## src/rtl/hub75_sink_if.sv

```systemverilog
// hub75_sink_if: valid/ready pixel stream carrying one replayed HUB75 row
interface hub75_sink_if #(
    parameter int COLS     = 64,
    parameter int ROW_BITS = 5
) ();
    localparam int CW = $clog2(COLS);
    logic                pix_valid;
    logic                pix_ready;
    logic [ROW_BITS-1:0] pix_row;
    logic [CW-1:0]       pix_col;
    logic [2:0]          pix_rgb0;
    logic [2:0]          pix_rgb1;
    logic                pix_last;
    modport master (output pix_valid, pix_row, pix_col, pix_rgb0, pix_rgb1, pix_last, input pix_ready);
    modport slave  (input pix_valid, pix_row, pix_col, pix_rgb0, pix_rgb1, pix_last, output pix_ready);
endinterface

```

## src/rtl/hub75_sink.sv

```systemverilog
// hub75_sink: HUB75 receiver that snapshots each latched row and replays it as a pixel stream
// Define HUB75_SINK_SYNC_EN to put a two-flop synchronizer on every bus input.
module hub75_sink #(
    parameter int COLS     = 64,
    parameter int ROW_BITS = 5
) (
    input  logic                clk,
    input  logic                resetn,
    input  logic [ROW_BITS-1:0] A,
    input  logic [2:0]          RGB0,
    input  logic [2:0]          RGB1,
    input  logic                CLK_SCREEN,
    input  logic                LATCH,
    input  logic                BLANK,
    input  logic                err_clr,
    hub75_sink_if.master        pix,
    output logic                blank_q,
    output logic                overrun,
    output logic                len_err
);
    localparam int CW = $clog2(COLS);
    localparam int IW = ROW_BITS + 9;
    localparam logic [0:0] IDLE   = 1'b0;
    localparam logic [0:0] STREAM = 1'b1;

    logic [IW-1:0] in_q;
`ifdef HUB75_SINK_SYNC_EN
    logic [IW-1:0] in_s;
    always_ff @(posedge clk or negedge resetn)
        if (!resetn) begin
            in_s <= '0;
            in_q <= '0;
        end else begin
            in_s <= {A, RGB1, RGB0, CLK_SCREEN, LATCH, BLANK};
            in_q <= in_s;
        end
`else
    always_ff @(posedge clk or negedge resetn)
        if (!resetn) in_q <= '0;
        else in_q <= {A, RGB1, RGB0, CLK_SCREEN, LATCH, BLANK};
`endif

    assign blank_q = in_q[0];

    // Edge events are registered together with the data they qualify
    logic                cs_p, lat_p, shift_ev, latch_ev;
    logic [5:0]          rgb_d;
    logic [ROW_BITS-1:0] a_d;
    always_ff @(posedge clk or negedge resetn)
        if (!resetn) begin
            cs_p     <= 1'b0;
            lat_p    <= 1'b0;
            shift_ev <= 1'b0;
            latch_ev <= 1'b0;
            rgb_d    <= '0;
            a_d      <= '0;
        end else begin
            cs_p     <= in_q[2];
            lat_p    <= in_q[1];
            shift_ev <= in_q[2] & ~cs_p;
            latch_ev <= in_q[1] & ~lat_p;
            rgb_d    <= in_q[8:3];
            a_d      <= in_q[IW-1 -: ROW_BITS];
        end

    logic [5:0]          sbuf [COLS];
    logic [5:0]          sbuf_nxt [COLS];
    logic [5:0]          hold [COLS];
    logic [CW:0]         cnt, cnt_nxt;
    logic [0:0]          state;
    logic [CW-1:0]       col;
    logic [ROW_BITS-1:0] row;
    logic                accept, fire;

    // A shift coinciding with a latch lands in the snapshot and the length count
    always_comb begin
        for (int i = 0; i < COLS - 1; i++) sbuf_nxt[i] = shift_ev ? sbuf[i+1] : sbuf[i];
        sbuf_nxt[COLS-1] = shift_ev ? rgb_d : sbuf[COLS-1];
    end

    assign cnt_nxt = cnt + {{CW{1'b0}}, (shift_ev && cnt != '1)};
    assign accept  = latch_ev && state == IDLE;
    assign fire    = pix.pix_valid && pix.pix_ready;

    always_ff @(posedge clk or negedge resetn)
        if (!resetn) begin
            sbuf    <= '{default: '0};
            hold    <= '{default: '0};
            cnt     <= '0;
            state   <= IDLE;
            col     <= '0;
            row     <= '0;
            overrun <= 1'b0;
            len_err <= 1'b0;
        end else begin
            sbuf    <= sbuf_nxt;
            cnt     <= latch_ev ? '0 : cnt_nxt;
            overrun <= (latch_ev && state == STREAM) | (overrun & ~err_clr);
            len_err <= (accept && cnt_nxt != (CW+1)'(COLS)) | (len_err & ~err_clr);
            if (accept) begin
                hold  <= sbuf_nxt;
                row   <= a_d;
                col   <= '0;
                state <= STREAM;
            end else if (fire) begin
                col   <= col + CW'(1);
                state <= pix.pix_last ? IDLE : STREAM;
            end
        end

    assign pix.pix_valid = state == STREAM;
    assign pix.pix_row   = row;
    assign pix.pix_col   = col;
    assign pix.pix_rgb0  = hold[col][2:0];
    assign pix.pix_rgb1  = hold[col][5:3];
    assign pix.pix_last  = &col;
endmodule

```

## src/flat_wrapper.sv

```systemverilog
// flat-port wrapper written by rule: the top's interface ports become plain ports
module hub75_sink_flat 
#(
    parameter int COLS     = 64,
    parameter int ROW_BITS = 5
)
  (clk, resetn, A, RGB0, RGB1, CLK_SCREEN, LATCH, BLANK, err_clr, blank_q, overrun, len_err, pix_pix_valid, pix_pix_row, pix_pix_col, pix_pix_rgb0, pix_pix_rgb1, pix_pix_last, pix_pix_ready);
  hub75_sink_if #(.COLS(COLS), .ROW_BITS(ROW_BITS)) pix_i ();
  input  logic clk;
  input  logic resetn;
  input  logic [ROW_BITS-1:0] A;
  input  logic [2:0] RGB0;
  input  logic [2:0] RGB1;
  input  logic CLK_SCREEN;
  input  logic LATCH;
  input  logic BLANK;
  input  logic err_clr;
  output logic blank_q;
  output logic overrun;
  output logic len_err;
  output wire logic [$bits(pix_i.pix_valid)-1:0] pix_pix_valid;
  output wire logic [$bits(pix_i.pix_row)-1:0] pix_pix_row;
  output wire logic [$bits(pix_i.pix_col)-1:0] pix_pix_col;
  output wire logic [$bits(pix_i.pix_rgb0)-1:0] pix_pix_rgb0;
  output wire logic [$bits(pix_i.pix_rgb1)-1:0] pix_pix_rgb1;
  output wire logic [$bits(pix_i.pix_last)-1:0] pix_pix_last;
  input wire logic [$bits(pix_i.pix_ready)-1:0] pix_pix_ready;
  assign pix_pix_valid = pix_i.pix_valid;
  assign pix_pix_row = pix_i.pix_row;
  assign pix_pix_col = pix_i.pix_col;
  assign pix_pix_rgb0 = pix_i.pix_rgb0;
  assign pix_pix_rgb1 = pix_i.pix_rgb1;
  assign pix_pix_last = pix_i.pix_last;
  assign pix_i.pix_ready = pix_pix_ready;
  hub75_sink #(.COLS(COLS), .ROW_BITS(ROW_BITS)) u_core (.clk(clk), .resetn(resetn), .A(A), .RGB0(RGB0), .RGB1(RGB1), .CLK_SCREEN(CLK_SCREEN), .LATCH(LATCH), .BLANK(BLANK), .err_clr(err_clr), .pix(pix_i), .blank_q(blank_q), .overrun(overrun), .len_err(len_err));
endmodule
```

## config.mk

```make
export PLATFORM = sky130hd
export DESIGN_NAME = hub75_sink_flat
export DESIGN_NICKNAME = d
export VERILOG_FILES = /design/src/rtl/hub75_sink_if.sv /design/src/rtl/hub75_sink.sv /design/src/flat_wrapper.sv
export SDC_FILE = /design/constraint.sdc
export NUM_CORES = 1
export LEC_CHECK = 0
export BUFFER_PORTS_ARGS = -buffer_cell sky130_fd_sc_hd__buf_2
export CAP_MARGIN = 20
export CORE_MARGIN = 3
export CORE_UTILIZATION = 50
export DETAILED_ROUTE_END_ITERATION = 10
export PLACE_DENSITY = 0.68
export SLEW_MARGIN = 20
export SYNTH_ARGS = -nofsm -noshare
export SYNTH_HDL_FRONTEND = slang
export SYNTH_SLANG_ARGS = --single-unit
```

## constraint.sdc

```tcl
create_clock -name clk -period 2.4 [get_ports clk]
set_input_delay 0.36 -clock clk [delete_from_list [all_inputs] [get_ports clk]]
set_output_delay 0.36 -clock clk [all_outputs]
set_load 0.005 [all_outputs]
```

==> out/summary.json <==
{
  "final_min_period_over_clock_period": 1.477,
  "worstSetupPathType": "reg2out",
  "clk_pin_slew_worst_paths_ns": 0.06,
  "finalPower_w": 0.03519,
  "layout.cell_area.non_filler_um2": 38600,
  "postPlaceCellArea_um2": 35070,
  "final-max-slew-violation-count": 0,
  "initial_cell_density_of_the_core": 0.5083,
  "detailroute.via_count": 17031,
  "pwr_density_cell_nw_per_um2": 911.7,
  "portBuffers": 39,
  "clk_root_buffer_cell": "sky130_fd_sc_hd__clkbuf_16",
  "grt_overflow_total": 0,
  "synth_area_um2": 33010,
  "h-tree-depth": 3,
  "wl_met3_um": 2215,
  "max_clock_freq_mhz": 282.2,
  "timing.hold.ws_ns": 0.04440,
  "first_global_vias": 18915,
  "failed_checks": "negative setup slack",
  "wirelength_per_cell_um": 20.42,
  "drt-initial-drc-count": 857,
  "detailroute.wirelength.met2_um": 30420,
  "finalClockSkew_ns": 0.02153,
  "power.switching_w": 0.009020,
  "layout-drive-gt1-share": 0.5483,
  "fin_nets": 2160,
  "core_area_um2": 64930,
  "postSynthRegisterBits": 818,
  "internal_power_w": 0.02617,
  "total_die_area_um2": 69130,
  "tritoncts": "done",
  "io-pin-count": 40,
  "share_comb_of_total_power": 0.187,
  "setup_viol_count_final": 6,
  "critical_path.max_fanout": 9,
  "ir_worst_vdd_mv": 0.5924,
  "gp_routability_congestion": 0.7605,
  "antenna_left": 0,
  "layout_commonest_cell": "sky130_fd_sc_hd__dfrtp_1",
  "finalCriticalPeriod_ns": 3.544,
  "clock_share_of_power": 0.380,
  "synthDistinctLibCells": 46,
  "relSlewSlack": 0.5351,
  "syn_area_per_cell_um2": 16.62,
  "run_status": "finished, violations left",
  "insertion_delay_ns": 0.61,
  "synth-async-reset-ratio": 1.000,
  "route.detailed.vias_per_inst": 5.566,
  "drt-met1-wl_um": 28560,
  "cts_num_sinks": 818,
  "worstMarginPinSlew_ns": 0.6952,
  "rsz0062_at_grt": "yes",
  "maximum_number_of_pins_on_one_net_before_global_route_repair": 121,
  "finalSetupTns_ns": -6.174,
  "end_of_flow_core_utilization": 0.5945,
  "cts_made_buffers": 84,
  "yosys_most_used_dff": "sky130_fd_sc_hd__dfrtp_1",
  "wire_length_of_the_first_global_routing_pass_um": 104300,
  "seq_power_share": 0.433,
  "holdPathStages": 2,
  "area_delta_synth_final_pct": 16.96,
  "synth-seq-area-share": 0.6202,
  "hpwlAfterDp_um": 40490,
  "ff2ff_path_depth": 8,
  "max-clock-path-buffers": 3,
  "syn_warnings": 0,
  "syn-instance-count": 1986,
  "dr.max_layer_used": "met5",
  "holdCritPathClass": "in2reg",
  "syn_nets": 2007,
  "critical_path.endpoint_type": "output pin",
  "postRouteWirelength_um": 62470,
  "drt_pre_antenna_iters": 4,
  "timing.critical_path.required_ns": 2.04,
  "swShare": 0.2563,
  "die_h_um": 262.9,
  "detail_route.drc_violations": 0,
  "die-width_um": 262.9,
  "power.static_leakage_nw": 19.06,
  "gr-usage-all-layers": 0.1855,
  "fin_ws_ns": -1.144,
  "synth-edff-count": 0,
  "antenna-diode-count": 0,
  "antenna_found_initial": 2,
  "cp_data_arrival_time_ns": 3.18,
  "final-hold-violation-count": 0,
  "maxCapViolations": 0,
  "timing.critical_path.from_type": "register",
  "std_cell_rows": 93,
  "mostFrequentLayoutCells": "sky130_fd_sc_hd__dfrtp_1, sky130_fd_sc_hd__mux2_2, sky130_fd_sc_hd__mux4_2"
}
-- layout make-up --
type / count / area, um2
flip-flops and latches: 818 / 20490
inverters: 3 / 11.26
repair buffers: 189 / 2023
multi-input cells: 1043 / 12150
well taps: 855 / 1070
fillers: 4877 / 26330
clock inverters: 23 / 321.6
clock buffers: 129 / 2545
-- sequential cells by signal (all words and copies together), names as in the netlist --
register and count:
u_core.pix.pix_row 5, u_core.pix.pix_col 6, u_core.rgb_d 6, u_core.shift_ev 1, u_core.lat_p 1, u_core.a_d 5
u_core.cs_p 1, u_core.sbuf 384, u_core.pix.pix_valid 1, u_core.in_q 14, u_core.cnt 7, u_core.len_err 1
u_core.hold 384, u_core.overrun 1, u_core.latch_ev 1
-- cell usage after synthesis, types with 4 or more instances --
cell | count | area, um2
sky130_fd_sc_hd__nor2_1 | 16 | 60.06
sky130_fd_sc_hd__xnor2_1 | 5 | 43.79
sky130_fd_sc_hd__or4_1 | 4 | 30.03
sky130_fd_sc_hd__clkbuf_1 | 104 | 390.4
sky130_fd_sc_hd__buf_6 | 4 | 45.04
sky130_fd_sc_hd__mux4_1 | 5 | 131.4
sky130_fd_sc_hd__a22o_1 | 8 | 70.07
sky130_fd_sc_hd__nand3_1 | 5 | 25.02
sky130_fd_sc_hd__buf_2 | 7 | 35.03
sky130_fd_sc_hd__a221oi_1 | 7 | 61.31
sky130_fd_sc_hd__nor2b_1 | 10 | 62.56
sky130_fd_sc_hd__mux2i_1 | 20 | 200.2
sky130_fd_sc_hd__a22oi_1 | 12 | 90.09
sky130_fd_sc_hd__dfrtp_1 | 818 | 20470
sky130_fd_sc_hd__o21ai_0 | 10 | 50.05
sky130_fd_sc_hd__nand2b_1 | 5 | 31.28
sky130_fd_sc_hd__a21oi_1 | 7 | 35.03
sky130_fd_sc_hd__nor3b_1 | 5 | 37.54
sky130_fd_sc_hd__nor3_1 | 7 | 35.03
sky130_fd_sc_hd__o22ai_1 | 5 | 31.28
sky130_fd_sc_hd__mux4_2 | 86 | 1937
sky130_fd_sc_hd__mux2_2 | 774 | 8716
sky130_fd_sc_hd__nand2_1 | 14 | 52.55
-- power by group through the flow --
stage	logic (W)	clock network, W	registers, W
global placement	0.00558	0	0.0156
global route	0.00708	0.0143	0.0154
detailed placement	0.00567	0	0.0156
floorplan	0.00332	0	0.0152
CTS	0.00643	0.0137	0.0152
finish	0.00659	0.0134	0.0152
-- per-stage QoR --
stage | setup slack [ns] | instances
finish | -1.144 | 3060
global route | -1.233 | 3060
CTS | -1.180 | 3053
detailed placement | -0.7581 | 2872
global placement | -0.7370 | 2872
floorplan | -0.2183 | 1986
-- timing repair --
item,4_1_cts,5_1_grt
endpoints found under the hold margin,274,0
gates resized for setup,36,35
setup endpoints to repair,7,7
hold buffers,16,0
buffers inserted,11,7
pin swaps,9,8
gates cloned,2,1
-- kinds of logic after synthesis --
kind of cell | count (synthesis) | synth area share
muxes | 885 | 0.3328
DFF | 818 | 0.6202
buffers and inverters | 125 | 0.01607
and+or+nand+nor | 77 | 0.01232
AOI/OAI and AO/OA | 70 | 0.01535
xor gates and xnor gates | 8 | 0.002123
adders and majority gates | 3 | 0.001137
-- final timing paths --
| kind | from | to | slack [ns] |
|---|---|---|---|
| max | u_core.pix.pix_col[0] | pix_pix_rgb0[1] | -1.14 |
| min | pix_pix_ready | u_core.pix.pix_valid | 0.04 |
| max reg2reg | u_core.shift_ev | u_core.len_err | 0.26 |
| min reg2reg | u_core.in_q[11] | u_core.a_d[2] | 0.34 |
| max in group asynchronous | resetn | u_core.hold[115] | 1.29 |
| min in group asynchronous | resetn | u_core.hold[128] | 0.21 |
-- layer usage --
layer  GRT usage  vias up
met5           0        -
met4     0.04500        2
met3     0.03492       97
met2      0.3016      210
met1      0.2612     9128
li1            -     7594
-- worst max-delay path, stage by stage, from the launching register on --
cell	delay (ns)
sky130_fd_sc_hd__dfrtp_4	0.53
sky130_fd_sc_hd__buf_12	0.17
sky130_fd_sc_hd__mux4_2	0.51
sky130_fd_sc_hd__mux4_2	0.50
sky130_fd_sc_hd__nor3b_1	0.16
sky130_fd_sc_hd__or4_4	0.56
sky130_fd_sc_hd__buf_6	0.14
(Power assumes the default switching activity.)
